==> config.mk <==
export PLATFORM = sky130hd
export DESIGN_NAME = uart_tx_fifo_flat
export DESIGN_NICKNAME = d
export VERILOG_FILES = /design/src/rtl/uart_pkg.sv /design/src/rtl/uart_tx_fifo_if.sv /design/src/rtl/uart_tx_fifo_buf.sv /design/src/rtl/uart_tx_fifo.sv /design/src/flat_wrapper.sv
export SDC_FILE = /design/constraint.sdc
export NUM_CORES = 1
export LEC_CHECK = 0
export ABC_CLOCK_PERIOD_IN_PS = 2350
export CAP_MARGIN = 25
export CORE_ASPECT_RATIO = 0.7
export CORE_MARGIN = 3
export CORE_UTILIZATION = 45
export DETAILED_ROUTE_END_ITERATION = 8
export GPL_TIMING_DRIVEN = 0
export PLACE_DENSITY_LB_ADDON = 0.15
export SKIP_CTS_REPAIR_TIMING = 1
export SLEW_MARGIN = 5
export SYNTH_ARGS = -nofsm -noshare
export SYNTH_HDL_FRONTEND = slang
export SYNTH_SLANG_ARGS = --single-unit
==> constraint.sdc <==
create_clock -name m_clock -period 2.35 [get_ports m_clock]
set_input_delay 0.235 -clock m_clock [delete_from_list [all_inputs] [get_ports m_clock]]
set_output_delay 0.235 -clock m_clock [all_outputs]
set_load 0.005 [all_outputs]
==> src/rtl/uart_pkg.sv <==
// Shared definitions for the buffered UART transmitter: FSM states, data-length codes
// and the latched frame format.
package uart_pkg;

  localparam int unsigned DATA_W = 8;

  typedef enum logic [2:0] {
    ST_IDLE   = 3'd0,
    ST_START  = 3'd1,
    ST_DATA   = 3'd2,
    ST_PARITY = 3'd3,
    ST_STOP   = 3'd4
  } uart_state_e;

  localparam logic [1:0] BITLEN_5 = 2'b00;
  localparam logic [1:0] BITLEN_6 = 2'b01;
  localparam logic [1:0] BITLEN_7 = 2'b10;
  localparam logic [1:0] BITLEN_8 = 2'b11;

  localparam logic TXD_IDLE = 1'b1;

  // Frame format captured at each pop so mid-frame input changes cannot disturb it
  typedef struct packed {
    logic [1:0] bitlen;
    logic       parity_en;
    logic       odd_parity;
    logic       stop2;
  } uart_fmt_t;

  function automatic logic [DATA_W-1:0] data_mask(input logic [1:0] bitlen);
    logic [DATA_W-1:0] m;
    case (bitlen)
      BITLEN_5: m = 8'h1F;
      BITLEN_6: m = 8'h3F;
      BITLEN_7: m = 8'h7F;
      BITLEN_8: m = 8'hFF;
      default:  m = 8'hFF;
    endcase
    return m;
  endfunction

  // Index of the final data bit: bitlen code + 4
  function automatic logic [2:0] last_data_bit(input logic [1:0] bitlen);
    return 3'(bitlen) + 3'd4;
  endfunction

endpackage

==> src/rtl/uart_tx_fifo_if.sv <==
// Write-side handshake between host and the UART transmit FIFO.
interface uart_tx_fifo_if #(
  parameter int unsigned LVL_W = 4
);
  logic             wr_valid_i;
  logic [7:0]       wr_data_i;
  logic             wr_ready_o;
  logic [LVL_W-1:0] level_o;

  modport master (output wr_valid_i, output wr_data_i, input wr_ready_o, input level_o);
  modport slave  (input wr_valid_i, input wr_data_i, output wr_ready_o, output level_o);
endinterface

==> src/rtl/uart_tx_fifo_buf.sv <==
// Synchronous FIFO with registered count/full/empty; DEPTH must be a power of two.
module uart_tx_fifo_buf #(
  parameter int unsigned WIDTH = 8,
  parameter int unsigned DEPTH = 8
) (
  input  logic                       m_clock,
  input  logic                       p_reset,
  input  logic                       wr_en,
  input  logic [WIDTH-1:0]           wr_data,
  input  logic                       rd_en,
  output logic [WIDTH-1:0]           rd_data,
  output logic [$clog2(DEPTH):0]     count,
  output logic                       full,
  output logic                       empty
);

  localparam int unsigned AW = $clog2(DEPTH);
  localparam int unsigned CW = AW + 1;

  logic [WIDTH-1:0] mem [DEPTH];
  logic [AW-1:0]    wr_ptr;
  logic [AW-1:0]    rd_ptr;
  logic [CW-1:0]    count_d;
  logic             push;
  logic             pop;

  // Writes while full are dropped; pops while empty are ignored
  assign push = wr_en & ~full;
  assign pop  = rd_en & ~empty;

  always_comb begin
    count_d = count;
    if (push && !pop) begin
      count_d = count + CW'(1);
    end else if (pop && !push) begin
      count_d = count - CW'(1);
    end
  end

  always_ff @(posedge m_clock or negedge p_reset) begin
    if (!p_reset) begin
      wr_ptr <= '0;
      rd_ptr <= '0;
      count  <= '0;
      full   <= 1'b0;
      empty  <= 1'b1;
    end else begin
      if (push) wr_ptr <= wr_ptr + AW'(1);
      if (pop)  rd_ptr <= rd_ptr + AW'(1);
      count <= count_d;
      full  <= (count_d == CW'(DEPTH));
      empty <= (count_d == '0);
    end
  end

  always_ff @(posedge m_clock) begin
    if (push) mem[wr_ptr] <= wr_data;
  end

  assign rd_data = mem[rd_ptr];

endmodule

==> src/rtl/uart_tx_fifo.sv <==
// Buffered UART transmitter: FIFO-fed, runtime-configurable baud/length/parity/stop.
// Optional UART_TX_BREAK_EN adds break_i to hold txd_o low while idle.
module uart_tx_fifo
  import uart_pkg::*;
#(
  parameter int unsigned DIV_W      = 16,
  parameter int unsigned FIFO_DEPTH = 8
) (
  input  logic             m_clock,
  input  logic             p_reset,
`ifdef UART_TX_BREAK_EN
  input  logic             break_i,
`endif
  input  logic [DIV_W-1:0] div_i,
  input  logic [1:0]       bitlen_i,
  input  logic             parity_en_i,
  input  logic             odd_parity_i,
  input  logic             stop2_i,
  input  logic             enable_i,
  uart_tx_fifo_if.slave    wr_if,
  output logic             busy_o,
  output logic             done_o,
  output logic             txd_o
);

  localparam int unsigned LVL_W = $clog2(FIFO_DEPTH) + 1;

  uart_state_e        state, state_d;
  logic [DIV_W-1:0]   baud_cnt, baud_d;
  logic [DIV_W-1:0]   div_l, div_d;
  logic [2:0]         bit_cnt, bit_d;
  logic [DATA_W-1:0]  shreg, shreg_d;
  uart_fmt_t          fmt_l, fmt_d;
  logic               par_l, par_d;
  logic               txd_d, busy_d, done_d;
  logic               pop, bit_end, launch_ok;
  logic               brk_hold, idle_lvl;
  logic [DATA_W-1:0]  fifo_rd, masked;
  logic [LVL_W-1:0]   fifo_count;
  logic               fifo_full, fifo_empty;

  uart_tx_fifo_buf #(
    .WIDTH (DATA_W),
    .DEPTH (FIFO_DEPTH)
  ) u_buf (
    .m_clock (m_clock),
    .p_reset (p_reset),
    .wr_en   (wr_if.wr_valid_i),
    .wr_data (wr_if.wr_data_i),
    .rd_en   (pop),
    .rd_data (fifo_rd),
    .count   (fifo_count),
    .full    (fifo_full),
    .empty   (fifo_empty)
  );

  assign wr_if.wr_ready_o = ~fifo_full;
  assign wr_if.level_o    = LVL_W'(fifo_count);

`ifdef UART_TX_BREAK_EN
  logic brk_q;

  // Release is seen one cycle late so txd_o shows a mark cycle before any launch
  always_ff @(posedge m_clock or negedge p_reset) begin
    if (!p_reset) brk_q <= 1'b0;
    else          brk_q <= break_i;
  end

  assign brk_hold = break_i | brk_q;
  assign idle_lvl = break_i ? 1'b0 : TXD_IDLE;
`else
  assign brk_hold = 1'b0;
  assign idle_lvl = TXD_IDLE;
`endif

  assign launch_ok = enable_i & ~fifo_empty & ~brk_hold;
  assign masked    = fifo_rd & data_mask(bitlen_i);

  // Next-state, datapath and registered-output lookahead
  always_comb begin
    state_d = state;
    baud_d  = baud_cnt;
    bit_d   = bit_cnt;
    shreg_d = shreg;
    div_d   = div_l;
    fmt_d   = fmt_l;
    par_d   = par_l;
    pop     = 1'b0;
    bit_end = (baud_cnt == div_l);

    if (state == ST_IDLE) begin
      baud_d = '0;
    end else begin
      baud_d = bit_end ? '0 : baud_cnt + DIV_W'(1);
    end

    case (state)
      ST_IDLE: pop = launch_ok;
      ST_START: begin
        if (bit_end) begin
          state_d = ST_DATA;
          bit_d   = '0;
        end
      end
      ST_DATA: begin
        if (bit_end) begin
          shreg_d = shreg >> 1;
          if (bit_cnt == last_data_bit(fmt_l.bitlen)) begin
            state_d = fmt_l.parity_en ? ST_PARITY : ST_STOP;
            bit_d   = '0;
          end else begin
            bit_d = bit_cnt + 3'd1;
          end
        end
      end
      ST_PARITY: begin
        if (bit_end) state_d = ST_STOP;
      end
      ST_STOP: begin
        if (bit_end) begin
          if (bit_cnt == 3'(fmt_l.stop2)) begin
            if (launch_ok) pop = 1'b1;
            else           state_d = ST_IDLE;
          end else begin
            bit_d = bit_cnt + 3'd1;
          end
        end
      end
      default: state_d = ST_IDLE;
    endcase

    if (pop) begin
      state_d = ST_START;
      baud_d  = '0;
      bit_d   = '0;
      div_d   = div_i;
      fmt_d   = '{bitlen: bitlen_i, parity_en: parity_en_i,
                  odd_parity: odd_parity_i, stop2: stop2_i};
      shreg_d = masked;
      par_d   = ^masked;
    end

    case (state_d)
      ST_START:  txd_d = 1'b0;
      ST_DATA:   txd_d = shreg_d[0];
      ST_PARITY: txd_d = par_d ^ fmt_d.odd_parity;
      ST_STOP:   txd_d = TXD_IDLE;
      default:   txd_d = idle_lvl;
    endcase

    busy_d = (state_d != ST_IDLE);
    done_d = (state_d == ST_STOP) && (baud_d == div_d) && (bit_d == 3'(fmt_d.stop2));
  end

  always_ff @(posedge m_clock or negedge p_reset) begin
    if (!p_reset) begin
      state    <= ST_IDLE;
      baud_cnt <= '0;
      bit_cnt  <= '0;
      shreg    <= '0;
      div_l    <= '0;
      fmt_l    <= '0;
      par_l    <= 1'b0;
      txd_o    <= TXD_IDLE;
      busy_o   <= 1'b0;
      done_o   <= 1'b0;
    end else begin
      state    <= state_d;
      baud_cnt <= baud_d;
      bit_cnt  <= bit_d;
      shreg    <= shreg_d;
      div_l    <= div_d;
      fmt_l    <= fmt_d;
      par_l    <= par_d;
      txd_o    <= txd_d;
      busy_o   <= busy_d;
      done_o   <= done_d;
    end
  end

endmodule

==> src/flat_wrapper.sv <==
// flat-port wrapper written by rule: the top's interface ports become plain ports
module uart_tx_fifo_flat import uart_pkg::*;
#(
  parameter int unsigned DIV_W      = 16,
  parameter int unsigned FIFO_DEPTH = 8
)
  (m_clock, p_reset, div_i, bitlen_i, parity_en_i, odd_parity_i, stop2_i, enable_i, busy_o, done_o, txd_o, wr_if_wr_valid_i, wr_if_wr_data_i, wr_if_wr_ready_o, wr_if_level_o);
  uart_tx_fifo_if #(.LVL_W(4)) wr_if_i ();
  input  logic m_clock;
  input  logic p_reset;
  input  logic [DIV_W-1:0] div_i;
  input  logic [1:0] bitlen_i;
  input  logic parity_en_i;
  input  logic odd_parity_i;
  input  logic stop2_i;
  input  logic enable_i;
  output logic busy_o;
  output logic done_o;
  output logic txd_o;
  input wire logic [$bits(wr_if_i.wr_valid_i)-1:0] wr_if_wr_valid_i;
  input wire logic [$bits(wr_if_i.wr_data_i)-1:0] wr_if_wr_data_i;
  output wire logic [$bits(wr_if_i.wr_ready_o)-1:0] wr_if_wr_ready_o;
  output wire logic [$bits(wr_if_i.level_o)-1:0] wr_if_level_o;
  assign wr_if_i.wr_valid_i = wr_if_wr_valid_i;
  assign wr_if_i.wr_data_i = wr_if_wr_data_i;
  assign wr_if_wr_ready_o = wr_if_i.wr_ready_o;
  assign wr_if_level_o = wr_if_i.level_o;
  uart_tx_fifo #(.DIV_W(DIV_W), .FIFO_DEPTH(FIFO_DEPTH)) u_core (.m_clock(m_clock), .p_reset(p_reset), .div_i(div_i), .bitlen_i(bitlen_i), .parity_en_i(parity_en_i), .odd_parity_i(odd_parity_i), .stop2_i(stop2_i), .enable_i(enable_i), .wr_if(wr_if_i), .busy_o(busy_o), .done_o(done_o), .txd_o(txd_o));
endmodule
**Word-level counts from Yosys, hierarchy flattened**

Memory sizes are Yosys's and may differ from the RTL's.
Cells that the tools add are included.
Widths: inputs -> output; s select.

- Bits in registers: 67
- Bits in writable memories: 64
- Input port bits: 33
- Output and inout port bits: 8
- Word-level logic and storage cells: 101
- Memories kept: 1

- Add/sub/neg operators: 7
- Eq/ne operators: 17
- Muxes and demuxes: 36
- Bitwise logic cells: 7
- Reductions and logical operators: 14

Memories:

| name | depth | bits a word | rd ports | clocked after Yosys merged registers in | wr ports | line | RTL |
|---|---|---|---|---|---|---|---|
| u_core.u_buf.mem | 8 | 8 | 1 | 0 | 1 | uart_tx_fifo_buf.sv:20 | `logic [WIDTH-1:0] mem [DEPTH];` |

Operators by type and width:

| operator | count |
|---|---|
| $mux 16 | 4 |
| $mux 3 | 15 |
| $eq 16x16->1 | 2 |
| $pmux 8 s4 | 1 |
| $mux 8 | 3 |
| $add 16x1->16 const B | 1 |
| $pmux 3 s5 | 1 |
| $eq 3x2->1 const B | 4 |
| $add 3x1->3 const B | 3 |
| $pmux 3 s3 | 1 |
| $and 8x8->8 | 1 |
| $mux 4 | 2 |
| $reduce_xor 8->1 | 1 |
| $eq 3x1->1 | 2 |
| $eq 3x1->1 const B | 2 |
| $eq 3x3->1 const B | 2 |
| $mux 1 | 6 |
| $add 4x1->4 const B | 1 |
| $eq 2x2->1 const B | 2 |
| $eq 4x4->1 const B | 1 |
| $logic_and 1x1->1 | 4 |
| $logic_not 4->1 | 1 |
| $reduce_bool 2->1 | 2 |
| $sub 4x1->4 const B | 1 |
| other kinds (14) | 18 |

**Longest topological paths before layout**

Gate-level depths: netlist of the first run.

- Word-level depth: 11
- Depth in mapped cells: 10
- Mapped depth without buffers: 9

**By module**

A second synthesis of the first run with hierarchy kept.

- Cell total of the unflattened synthesis: 561
- Area total of the unflattened synthesis: 6,635.1 um2

Modules (own cells, without submodules):

| module | instances | cells an instance | area each (um2) | sequential area each (um2) |
|---|---|---|---|---|
| uart_tx_fifo | 1 | 390 | 3,503.4 | 1,377.6 |
| uart_tx_fifo_buf | 1 | 171 | 3,131.8 | 2,223.4 |

**Worst setup path after synthesis of the first run**

No wires, ideal clock.

- Path type: reg-to-reg
- From: register u_core.baud_cnt[0]
- To: register u_core.txd_o
- Library setup time: 0.068 ns
- Arrival: 2.464 ns
- Data required time: 2.282 ns
- Path slack: -0.181 ns
- Stages on the path, launching flop included: 11
- Buffers on the path: 2
- Period minus slack after synthesis: 2.531 ns
- Cells stage by stage: dfrtp_1 xor2_1 nor4_1 and4_1 buf_6 o21ai_2 buf_4 or3_1 mux2i_1 mux2_2 nor2_1

- Cells in the longest elaborated chain, start to end: 6
- Elaborated cells between the ends (all ways): 19
- Classes of those cells: 4 x eq/ne; 14 x mux; 1 x bitwise

RTL lines:

| item | line | RTL |
|---|---|---|
| start: declaration | uart_tx_fifo.sv:29 | `logic [DIV_W-1:0] baud_cnt, baud_d;` |
| start signal: assignment | uart_tx_fifo.sv:169 | `baud_cnt <= baud_d;` |
| $eq 16x16->1 (*) | uart_tx_fifo.sv:89 | `bit_end = (baud_cnt == div_l);` |
| $mux 3, or another cell as far along | uart_tx_fifo.sv:120 | `if (bit_end) begin` |
| $pmux 3 s5 or $pmux 1 s2 (tied branches) | uart_tx_fifo.sv:97 | `case (state)` |
| $mux 3, or another cell as far along | uart_tx_fifo.sv:132 | `if (pop) begin` |
| $eq 3x2->1, or another cell as far along | uart_tx_fifo.sv:143 | `case (state_d)` |
| $pmux 1 s3 (*) | uart_tx_fifo.sv:143 |  |
| via u_core.txd_d | uart_tx_fifo.sv:35 | `logic txd_d, busy_d, done_d;` |
| end signal: assignment | uart_tx_fifo.sv:175 | `txd_o <= txd_d;` |
| end: declaration | uart_tx_fifo.sv:23 | `output logic txd_o` |

Mark *: on every way through the listed nets, which the timed path passes. The rest lies on a longest branch. The select of a mux whose other input is x is not followed.
A chain may end at the register's enable or synchronous reset.

**Final worst setup path of the first run**

- From: register u_core.baud_cnt[0]
- To: register u_core.done_o

- Cells in the longest elaborated chain, start to end: 7
- Elaborated cells between the ends (all ways): 25
- Classes of those cells: 1 x add/sub; 4 x eq/ne; 18 x mux; 2 x reduce/logical

RTL lines:

| item | line | RTL |
|---|---|---|
| $eq 16x16->1 | uart_tx_fifo.sv:89 |  |
| $mux 1 | uart_tx_fifo.sv:120 |  |
| $pmux 1 s2 | uart_tx_fifo.sv:97 |  |
| $mux 16 | uart_tx_fifo.sv:132 |  |
| via u_core.div_d[14] | uart_tx_fifo.sv:30 | `logic [DIV_W-1:0] div_l, div_d;` |
| $eq 16x16->1 | uart_tx_fifo.sv:152 | `done_d = (state_d == ST_STOP) && (baud_d == div_d) && (bit_d == 3'(fmt_d.stop2));` |
| $logic_and 1x1->1 (2 in series) | uart_tx_fifo.sv:152 |  |
| via u_core.done_d | uart_tx_fifo.sv:35 |  |
| end signal: assignment | uart_tx_fifo.sv:177 | `done_o <= done_d;` |
| end: declaration | uart_tx_fifo.sv:22 | `output logic done_o,` |

The timed path passes the listed nets, and every way through them passes these cells.

==> results of run 1 <==
-- state kept, by name (all words and copies together), names as in the netlist, 4 cells and up --
signal and count:
u_core.u_buf.count 4, u_core.u_buf.mem 64, u_core.baud_cnt 16, u_core.shreg 8
u_core.fmt_l 5, u_core.div_l 16
-- power breakdown --
part | internal, uW | switching (uW) | total (uW)
clock network | 1530 | 1170 | 2700
registers | 2670 | 175 | 2850
logic | 402 | 462 | 864
total | 4610 | 1800 | 6410
-- per-layer routing --
layer / wire length, um / global-route usage / vias to the layer above
met5: 0 / 0 / -
met4: 106 / 0.0423 / 0
met3: 1150 / 0.0520 / 16
met2: 6490 / 0.254 / 155
met1: 7950 / 0.325 / 2231
li1: - / - / 2005
-- layout by cell type, fill, tap and decap left out, drive strengths merged, types with 3 or more instances in the layout --
cell	count
a31oi	4
a211oi	4
nor4	9
inv	20
a2111oi	4
mux2	24
nor2b	7
and2	3
nand2	29
nand2b	9
dfrtp	65
xnor2	17
mux2i	17
and4	5
mux4	10
a22oi	3
or3	5
clkdlybuf4s50	39
buf	49
xor2	32
ha	6
nand4	3
and3	8
clkbuf	23
o21ai	11
o211ai	4
a221o	3
nor3	10
o22ai	4
edfxtp	64
a21oi	8
a22o	4
nand3	9
nor2	38
-- final timing paths --
path | slack [ps] | end | cells after the start | from
worst max-delay path | -380 | u_core.done_o$_DFF_PN0_ | 10 | u_core.baud_cnt[0]$_DFF_PN0_
worst min-delay path | 300 | u_core.shreg[5]$_DFFE_PN0P_ | 2 | p_reset
worst max register to register | -380 | u_core.done_o$_DFF_PN0_ | 10 | u_core.baud_cnt[0]$_DFF_PN0_
worst min register to register | 490 | u_core.shreg[5]$_DFFE_PN0P_ | 2 | u_core.shreg[5]$_DFFE_PN0P_
max in group asynchronous | 1450 | u_core.u_buf.empty$_DFF_PN1_ | 3 | p_reset
min in group m_clock | 430 | u_core.div_l[8]$_DFF_PN0_ | 2 | div_i[8]
-- logic make-up after synthesis --
logic type | after synthesis
compound gates | 73
xor+xnor | 49
fa+ha+maj | 6
buf+inv | 29
flops | 131
mux | 51
simple gates | 142
-- final cells by class --
type,instances,area [um^2],area share
clock inverter,15,179,0.0213
tap,185,231,0.0276
multi-input combinational,321,2900,0.346
buffer,17,204,0.0243
clock buffer,17,425,0.0507
timing repair buffer,78,805,0.0959
sequential,131,3610,0.430
inverter,9,33.8,0.00403
-- through the flow --
| stage | utilization | hold slack, ps | cell area, um^2 | setup TNS (ps) |
|---|---|---|---|---|
| 6_report | 0.628 | 296 | 8390 | -4200 |
| 5_1_grt | 0.628 | 321 | 8390 | -6980 |
| 4_1_cts | 0.568 | -248 | 7580 | -19810 |
| 3_5_place_dp | 0.522 | 196 | 6980 | -18660 |
| 3_3_place_gp | 0.518 | 469 | 6920 | -118050 |
| 2_1_floorplan | - | -60.6 | 6290 | -101 |
-- worst max-delay path: cells and delay by family, from the launching register on --
family / cells / cell delay [ps]
AOI/OAI and AO/OA: 2 / 500
DFF: 1 / 430
and+or+nand+nor: 3 / 710
muxes: 1 / 330
xor gates and xnor gates: 2 / 360
buffers and inverters: 2 / 310
==> impl_metrics.env, run 1 <==
export IMPL_critical_path_startpoint_type="flop"
export IMPL_place_congestion=0.913
export IMPL_synth_top_cells_by_count="dfrtp_1, edfxtp_1, nor2_1"
export IMPL_drt_iter0_markers=458
export IMPL_power_density_nw_per_um2=764
export IMPL_crit_slowest_cell="dfrtp_2"
export IMPL_yosys_warnings=0
export IMPL_path_clk_slew_ps=70
export IMPL_viasPerCell=5.70
export IMPL_cap_violations=0
export IMPL_grt_overflow_total=0
export IMPL_slew_headroom=0.409
export IMPL_port_buffers=40
export IMPL_synth_area_mux_share=0.107
export IMPL_dieArea_um2=15400
export IMPL_die_h_um=105
export IMPL_placeableCoreArea_um2=13400
export IMPL_numClockSinks=131
export IMPL_arrival_ps=3070
export IMPL_synth_main_ff_cell="dfrtp_1"
export IMPL_leakagePower_uw=0.00330
export IMPL_cts_buffer_depth=2
export IMPL_dp_cells=709
export IMPL_die_x_um=147
export IMPL_track_usage=0.197
export IMPL_yosysTopAreaCell="edfxtp_1"
export IMPL_synth_compound_area_share=0.0949
export IMPL_synth_edf_count=64
export IMPL_end_kind="flop"
export IMPL_n_antenna_cell=0
export IMPL_wire_per_inst_um=20.3
export IMPL_synth_area_top_cells="edfxtp_1, dfrtp_1, xor2_1, mux2_2, mux4_2"
export IMPL_dp_hpwl_um=10600
export IMPL_finalCritPeriodShare=1.16
export IMPL_layout_drive_gt1_share=0.323
export IMPL_root_buffer="clkbuf_16"
export IMPL_timing_final_crit_period_ps=2730
export IMPL_hp_class="in2async"
export IMPL_crit_type="reg2reg"
export IMPL_setup_slack_ps=-377
export IMPL_path_cells="xor2_2 > nor4_4 > nand4_1 > buf_6 > a21oi_4 > buf_6 > mux2_4 > xor2_4 > a2111oi_4 > and4_1"
export IMPL_yosysSeqAreaShare=0.576
export IMPL_ctsHtreeMaxLevel=4
export IMPL_setup_viol=30
export IMPL_status="complete, but fails checks"
export IMPL_totalPowerFinal_uw=6410
export IMPL_syn_area_um2=6250
export IMPL_antenna_found_initial=0
export IMPL_detail_route_antenna_nets=0
export IMPL_initial_core_util=0.468
export IMPL_cp_max_fo=4
export IMPL_synthArstFlopShare=0.511
export IMPL_yosysMostFrequentCell="dfrtp_1"
export IMPL_syn_nets=520
export IMPL_drc_errors=0
export IMPL_finalHoldViolCount=0
export IMPL_io_pin_count=41
export IMPL_syn_area_per_cell_um2=13.0
export IMPL_max_freq_ghz=0.367
export IMPL_rsz0062_at_grt="yes"
export IMPL_synth_simple_area_share=0.117
export IMPL_tightest_slew_ps=884
export IMPL_clk_latency_ps=420
export IMPL_cts_inserted_buffers=17
export IMPL_cp_common_cell="buf_6"
export IMPL_synth_top_family_by_area="simple AND/OR/NAND/NOR gates"
export IMPL_ys_ff_latch=131
export IMPL_rows=35
export IMPL_violations="negative setup slack"
export IMPL_synthCells=481
export IMPL_areaGrowthSynthToFinish_pct=34.3
export IMPL_max_stage_delay_ps=430
export IMPL_vdd_drop_max_mv=0.574
export IMPL_skew_ps=19.7
export IMPL_required_ps=2690
export IMPL_grt_max_degree=39
export IMPL_fillers=996
export IMPL_final_cell_count_no_fill=773
export IMPL_grt_first_pass_wirelength_um=23100
export IMPL_synth_cell_types=68
export IMPL_synthAdderAreaFrac=0.0120
export IMPL_grt_pass1_vias=4111
export IMPL_slew_viol_final=0
export IMPL_cts_tree="done"
export IMPL_fin_nets=614
export IMPL_place_ws_ps=-1020
export IMPL_drt_wl_total_um=15700
export IMPL_yosys_area_share_xor_xnor=0.0687
export IMPL_synth_top_area_frac=0.308
export IMPL_drt_pre_antenna_iters=5
export IMPL_num_vias=4407
Power figures use the tool's default switching activity.
==> run 2: changes to the inputs <==
ABC_CLOCK_PERIOD_IN_PS = 3050   (was 2350)
CORE_MARGIN = 5   (was 3)
clock period = 3.05 ns   (was 2.35 ns; I/O delays follow)
==> impl_metrics.env, run 2 (same netlist as run 1, synthesis figures left out) <==
export IMPL_dieArea_um2=16400
export IMPL_n_antenna_cell=0
export IMPL_place_ws_ps=-398
export IMPL_place_congestion=0.879
export IMPL_fin_nets=585
export IMPL_numClockSinks=131
export IMPL_die_x_um=151
export IMPL_reg_top3="u_core.u_buf.mem x64, u_core.baud_cnt x16, u_core.div_l x16"
export IMPL_setup_viol=0
export IMPL_initial_core_util=0.453
export IMPL_num_vias=4236
export IMPL_dp_cells=713
export IMPL_slew_viol_final=0
export IMPL_grt_pass1_vias=4107
export IMPL_fin_area_um2=7600
export IMPL_drt_pre_antenna_iters=5
export IMPL_io_pin_count=41
export IMPL_grt_overflow_total=0
export IMPL_detail_route_antenna_nets=0
export IMPL_finalCritPeriodShare=0.970
export IMPL_critical_path_startpoint_type="flop"
export IMPL_final_cell_count_no_fill=749
export IMPL_wire_per_inst_um=19.9
export IMPL_power_density_nw_per_um2=615
export IMPL_vdd_drop_max_mv=0.506
export IMPL_p_comb_frac=0.127
export IMPL_switching_share=0.274
export IMPL_arrival_ps=3300
export IMPL_p_int_uw=3390
export IMPL_timing_final_crit_period_ps=2960
export IMPL_viasPerCell=5.66
export IMPL_slew_headroom=0.336
export IMPL_required_ps=3400
export IMPL_cts_tree="done"
export IMPL_cp_max_fo=10
export IMPL_grt_first_pass_wirelength_um=23400
export IMPL_leakagePower_uw=0.00298
export IMPL_max_freq_ghz=0.338
export IMPL_setup_slack_ps=93.0
export IMPL_placeableCoreArea_um2=13800
export IMPL_regMostFlops="u_core.u_buf.mem"
export IMPL_crit_type="reg2reg"
export IMPL_rows=36
export IMPL_drc_errors=0
export IMPL_status="finished, final reports clean"
export IMPL_fin_util=0.551
export IMPL_final_cell_mix="dfrtp_1, edfxtp_1, clkdlybuf4s50_1"
export IMPL_pwr_share_seq=0.467
export IMPL_placed_area_um2=6940
export IMPL_fillers=1185
export IMPL_hp_class="in2async"
export IMPL_p_clk_frac=0.406
export IMPL_clk_latency_ps=430
export IMPL_finalHoldViolCount=0
export IMPL_antenna_found_initial=0
export IMPL_track_usage=0.192
export IMPL_drt_wl_total_um=14900
export IMPL_path_clk_slew_ps=60
export IMPL_layout_drive_gt1_share=0.206
export IMPL_layout_commonest_cell="dfrtp_1"
export IMPL_cts_buffer_depth=2
export IMPL_setup_tns_ps=0
export IMPL_largest_reg_flops=64
export IMPL_drt_iter0_markers=409
export IMPL_cap_violations=0
export IMPL_ctsHtreeMaxLevel=4
export IMPL_p_sw_uw=1280
export IMPL_cts_inserted_buffers=17
export IMPL_die_h_um=109
export IMPL_end_kind="flop"
export IMPL_tightest_slew_ps=993
export IMPL_dp_hpwl_um=10700
export IMPL_root_buffer="clkbuf_16"
export IMPL_areaGrowthSynthToFinish_pct=21.5
export IMPL_port_buffers=40
export IMPL_skew_ps=10.9
export IMPL_grt_max_degree=37
-- run 2: changes by cell type in the layout (fill, tap and decap cells not counted), sizes merged --
cell / change
inv: -2
buf: -29
clkinvlp: +1
clkinv: +2
bufinv: -1
-- run 2: layout make-up --
type	count	area (um^2)	area share
Buffer	20	125	0.0165
Sequential cell	131	3600	0.474
Inverter	9	33.8	0.00445
Clock inverter	15	121	0.0160
Multi-Input combinational cell	321	2590	0.341
Tap cell	190	238	0.0313
Timing Repair Buffer	46	458	0.0603
Clock buffer	17	425	0.0560
-- run 2: worst max-delay path: stages, from the launching register on --
cell and delay [ps]:
dfrtp_1 460, xor2_1 180, nor4_2 380, and4_1 260, buf_6 140, o21ai_2 90, buf_4 230, or3_1 380
mux2i_1 250, mux2_2 370, nor2_1 140
-- run 2: metrics by stage --
| stage | hold WS, ps | total power (uW) |
|---|---|---|
| finish | 368 | 4670 |
| global route | 422 | 4860 |
| CTS | -165 | 4700 |
| detailed placement | 277 | 2800 |
| global placement | 469 | 2760 |
| floorplan | 9.41 | 2500 |
-- run 2: metal layers --
metal | vias to the layer above | global-route usage | part of all wire
met5 | - | 0 | 0
met4 | 0 | 0.0498 | 0.0091
met3 | 12 | 0.0670 | 0.087
met2 | 156 | 0.243 | 0.39
met1 | 2133 | 0.308 | 0.51
li1 | 1935 | - | -
-- run 2: path summary, 6_finish.rpt --
path | startpoint | to | slack (ps) | cells past startpoint
worst max register to register | u_core.div_l[2]$_DFF_PN0_ | u_core.txd_o$_DFF_PN1_ | 90 | 10
worst min-delay path | p_reset | u_core.fmt_l[4]$_DFFE_PN0N_ | 370 | 2
min in group m_clock | u_core.par_l$_DFF_PN0_ | u_core.par_l$_DFF_PN0_ | 490 | 2
worst min register to register | u_core.par_l$_DFF_PN0_ | u_core.par_l$_DFF_PN0_ | 490 | 2
max in group asynchronous | p_reset | u_core.u_buf.empty$_DFF_PN1_ | 2080 | 3
worst max-delay path | u_core.div_l[2]$_DFF_PN0_ | u_core.txd_o$_DFF_PN1_ | 90 | 10
-- run 2: power by group through the flow --
| stage | sequential, uW | combinational [uW] | clock (uW) |
|---|---|---|---|
| floorplan | 2180 | 325 | 0 |
| global placement | 2200 | 560 | 0 |
| detailed placement | 2210 | 588 | 0 |
| CTS | 2180 | 595 | 1930 |
| global route | 2200 | 656 | 2010 |
| finish | 2180 | 595 | 1900 |
